==> config.mk <==
export PLATFORM = sky130hd
export DESIGN_NAME = afifo_reader
export DESIGN_NICKNAME = d
export VERILOG_FILES = /design/src/rtl/afifo_reader.sv
export SDC_FILE = /design/constraint.sdc
export NUM_CORES = 1
export LEC_CHECK = 0
export ABC_AREA = 1
export CAP_MARGIN = 20
export CORE_ASPECT_RATIO = 1.4
export CORE_UTILIZATION = 57
export CTS_CLUSTER_DIAMETER = 100
export DETAILED_ROUTE_END_ITERATION = 10
export GPL_TIMING_DRIVEN = 0
export PLACE_DENSITY = 0.92
export SLEW_MARGIN = 10
export SYNTH_ARGS = -nofsm -noshare
export SYNTH_HDL_FRONTEND = slang
export SYNTH_SLANG_ARGS = --single-unit
==> constraint.sdc <==
create_clock -name rclk -period 5.8 [get_ports rclk]
set_clock_uncertainty 0.2 [all_clocks]
set_input_delay 1.16 -clock rclk [delete_from_list [all_inputs] [get_ports rclk]]
set_output_delay 1.16 -clock rclk [all_outputs]
set_load 0.01 [all_outputs]
==> src/rtl/afifo_reader.sv <==
// Read-side consumer for the asynchronous FIFO: pops the show-ahead head word into a
// 2-entry valid/ready output buffer and checks that consecutive words count up by one.
module afifo_reader #(
  parameter int unsigned Width    = 12,
  parameter bit          CheckSeq = 1'b1
) (
  input  logic             rclk,
  input  logic             dirclr,
  input  logic             rempty,
  input  logic [Width-1:0] rd,
  output logic             r,
  output logic             out_valid,
  output logic [Width-1:0] out_data,
  input  logic             out_ready,
  output logic             seq_err,
  output logic [7:0]       err_count,
  output logic [15:0]      word_count
);

  localparam int unsigned CntW   = 8;
  localparam int unsigned WordsW = 16;

  typedef enum logic [1:0] {
    OCC_EMPTY = 2'd0,
    OCC_ONE   = 2'd1,
    OCC_FULL  = 2'd2
  } occ_e;

  occ_e              occ_q, occ_d;
  logic [Width-1:0]  head_q, head_d;
  logic [Width-1:0]  tail_q, tail_d;
  logic              primed_q, primed_d;
  logic [Width-1:0]  expected_q, expected_d;
  logic              seq_err_q, seq_err_d;
  logic [CntW-1:0]   err_count_q, err_count_d;
  logic [WordsW-1:0] word_count_q, word_count_d;

  logic pop;
  logic deq;

  // Pop decision depends only on occupancy and the FIFO flag, never on out_ready.
  assign pop = !dirclr && !rempty && (occ_q != OCC_FULL);
  assign deq = (occ_q != OCC_EMPTY) && out_ready;

  always_ff @(posedge rclk or posedge dirclr) begin
    if (dirclr) begin
      occ_q        <= OCC_EMPTY;
      head_q       <= '0;
      tail_q       <= '0;
      primed_q     <= 1'b0;
      expected_q   <= '0;
      seq_err_q    <= 1'b0;
      err_count_q  <= '0;
      word_count_q <= '0;
    end else begin
      occ_q        <= occ_d;
      head_q       <= head_d;
      tail_q       <= tail_d;
      primed_q     <= primed_d;
      expected_q   <= expected_d;
      seq_err_q    <= seq_err_d;
      err_count_q  <= err_count_d;
      word_count_q <= word_count_d;
    end
  end

  // Buffer occupancy and slot movement.
  always_comb begin
    occ_d  = occ_q;
    head_d = head_q;
    tail_d = tail_q;
    case (occ_q)
      OCC_EMPTY: begin
        if (pop) begin
          head_d = rd;
          occ_d  = OCC_ONE;
        end
      end
      OCC_ONE: begin
        if (pop && deq) begin
          head_d = rd;
        end else if (pop) begin
          tail_d = rd;
          occ_d  = OCC_FULL;
        end else if (deq) begin
          occ_d  = OCC_EMPTY;
        end
      end
      OCC_FULL: begin
        if (deq) begin
          head_d = tail_q;
          occ_d  = OCC_ONE;
        end
      end
      default: begin
        occ_d = OCC_EMPTY;
      end
    endcase
  end

  // Sequence checker and pop counter; expected always resyncs to the popped word.
  always_comb begin
    primed_d     = primed_q;
    expected_d   = expected_q;
    seq_err_d    = seq_err_q;
    err_count_d  = err_count_q;
    word_count_d = word_count_q;
    if (pop) begin
      word_count_d = word_count_q + WordsW'(1);
      if (CheckSeq) begin
        primed_d   = 1'b1;
        expected_d = rd + Width'(1);
        if (primed_q && (rd != expected_q)) begin
          seq_err_d = 1'b1;
          if (err_count_q != {CntW{1'b1}}) begin
            err_count_d = err_count_q + CntW'(1);
          end
        end
      end
    end
  end

  assign r          = pop;
  assign out_valid  = (occ_q != OCC_EMPTY);
  assign out_data   = head_q;
  assign seq_err    = seq_err_q;
  assign err_count  = err_count_q;
  assign word_count = word_count_q;

endmodule
==> out/metrics.yaml <==
status: "complete, no violations"
critPathLaunchType: "input pin"
wl_per_cell_um: 13.8
ys_types: 37
crit_chain: "clkdlybuf4s50_1 -> nor2_2 -> nand2_4 -> inv_4 -> buf_4 -> clkdlybuf4s50_1"
num_vias: 2918
ys.flop_type: "dfrtp_1"
drcViolationCount: 0
synthArstFlopShare_pct: 100
hp-class: "flop to flop"
fin_crit_sh_pct: 72.2
p_leak_uw: 0.00200
hold_violations: 0
setup_tns_ps: 0
postLayoutCellArea_mm2: 0.00414
tightest_slew_ps: 781
fin_util_pct: 74.4
hpwlAfterDp_mm: 5.31
grt_max_degree: 65
routed_wl_mm: 7.36
row_count: 32
cp.buffers_inverters: 4
cts_resized: 0
detail_route.vias_per_cell: 5.48
rsz0062_at_grt: "no"
met2_usage_pct: 46.9
cpPeakStageDelay_ps: 560
drt_iter0_markers: 217
crit_family: "buffers and inverters"
htreeDepth: 3
crit_slowest_cell: "clkdlybuf4s50_1"
required_ps: 4440
dp_cells: 516
clk_path_buf_depth: 2
met1_usage_pct: 33.1
worstSetupPathType: "input pin to output port"
clkSlewWorstSetupHoldPaths_ps: 70
ant_nets: 0
fp.dieArea_mm2: 0.00611
die_y_um: 92.1
grtUsageMet3_pct: 4.85
ys_top_cells_by_area: "dfrtp_1 (48%), nand2_1 (15%), o21ai_0 (5.6%), inv_1 (4.0%), xor2_1 (3.7%)"
gr-total-overflow: 0
yosysSeqAreaShare_pct: 48.4
root_buffer: "clkbuf_8"
place_area_mm2: 0.00393
relSlewSlack_pct: 47.9
ios: 55
die_x_um: 66.4
post_cts_buffers: 0
hold-worst-slack_ps: 260
numPortBuffers: 54
power_density_mw_per_mm2: 338
busiest_layer: "met2"
ys_seq_elements: 64
ir_drop_uv: 218
drv_slew: 0
synthCells: 394
cts.sink_count: 64
clock.fmax_mhz: 239
netlist_area_mm2: 0.00331
dr.pass1.iters: 5
drive_gt1_share_pct: 10.1
antenna_found_initial: 0
diodes: 0
cp_max_fo: 10
netlist.area_leader.share_pct: 48.4
ys.warnings.count: 0
period_needed_ps: 4190
synth_largest_area_cell: "dfrtp_1"
setup_viol: 0
cap_violations: 0
synth_nets: 413
cts_tree: "built"
critical_path_arrival_ps: 2830
critPathMostFrequentCell: "clkdlybuf4s50_1"
cts_buffers: 9
syn_area_per_cell_um2: 8.39
layoutNonFillerInstCount: 532
routabilityCongestion: 0.810
nets: 478
synth-edff-count: 0
core_mm2: 0.00557
start_util_pct: 59.4
end_kind: "output port"
grt_pass1_vias: 2863
syn2layout_area_growth_pct: 25.2
clock_latency_ps: 350
track_usage_pct: 27.6
cts_hold_buffers: 0
grt_pass1_wl_mm: 12.7
-- stage by stage --
stage	power, uW	setup slack (ps)
floorplan	821	2790
global placement	986	1670
detailed placement	1010	1600
CTS	1410	1600
global route	1480	1550
finish	1400	1610
-- cell families (layout without fill, tap and decap cells) --
logic type	after synthesis	in the layout	share of synthesized area, %
AND/OR/NAND/NOR	204	204	29.8
flip-flops	64	64	48.4
AO/OA/AOI/OAI	49	49	7.61
buffers and inverters	48	118	6.02
XOR/XNOR	25	25	6.62
adder cells (fa/ha/maj)	3	3	1.14
multiplexers	1	1	0.341
-- power breakdown --
group | total [uW] | internal (uW) | switching [uW]
logic | 373 | 190 | 183
registers | 631 | 548 | 82.5
clock network | 396 | 220 | 176
-- synth_stat cells, types with 3 or more instances --
library cell and number:
buf_2 3, buf_4 3, dfrtp_1 64, ha_1 3, inv_1 35, nand2_1 134, nand3_1 22, nand4_1 10
nor2_1 9, nor2_2 5, nor2_4 3, nor3_1 6, o21ai_0 37, o21ai_1 7, xnor2_1 11, xor2_1 14
-- metal layers --
layer | wire (um) | vias to the layer above
met5 | 0 | -
met4 | 163 | 0
met3 | 375 | 14
met2 | 3820 | 100
met1 | 3010 | 1409
li1 | - | 1395
-- layout make-up --
cell class | count | area (um2)
flip-flops and latches | 64 | 1600
multi-input cells | 282 | 1510
fillers | 384 | 1430
repair buffers | 54 | 541
clock buffers | 11 | 151
inverters | 39 | 151
well taps | 68 | 85.1
clock inverters | 5 | 55.1
plain buffers | 9 | 50.0
-- layout by cell type, fill, tap and decap left out, drive strengths merged, types with 6 or more instances in the layout --
cell type	count
nand2	137
clkbuf	14
nand3	26
inv	38
buf	6
nor3	7
xnor2	11
nor2	18
dfrtp	64
clkdlybuf4s50	54
nand4	12
xor2	14
o21ai	44
-- state kept, by name, indices dropped and copies added, names as in the netlist --
signal	flops
err_count	8
occ_q	2
word_count	16
tail_q	12
out_data	12
seq_err	1
expected_q	12
primed_q	1
-- final timing paths --
kind	start	cells past startpoint	slack, ps	to
hold / removal	seq_err	1	260	seq_err
setup reg to reg	err_count[0]	7	4000	err_count[1]
hold reg to reg	seq_err	1	260	seq_err
max in group asynchronous	dirclr	2	3700	err_count[4]
min in group asynchronous	dirclr	2	1190	word_count[6]
setup / recovery	dirclr	6	1610	r
Power figures use the tool's default switching activity.
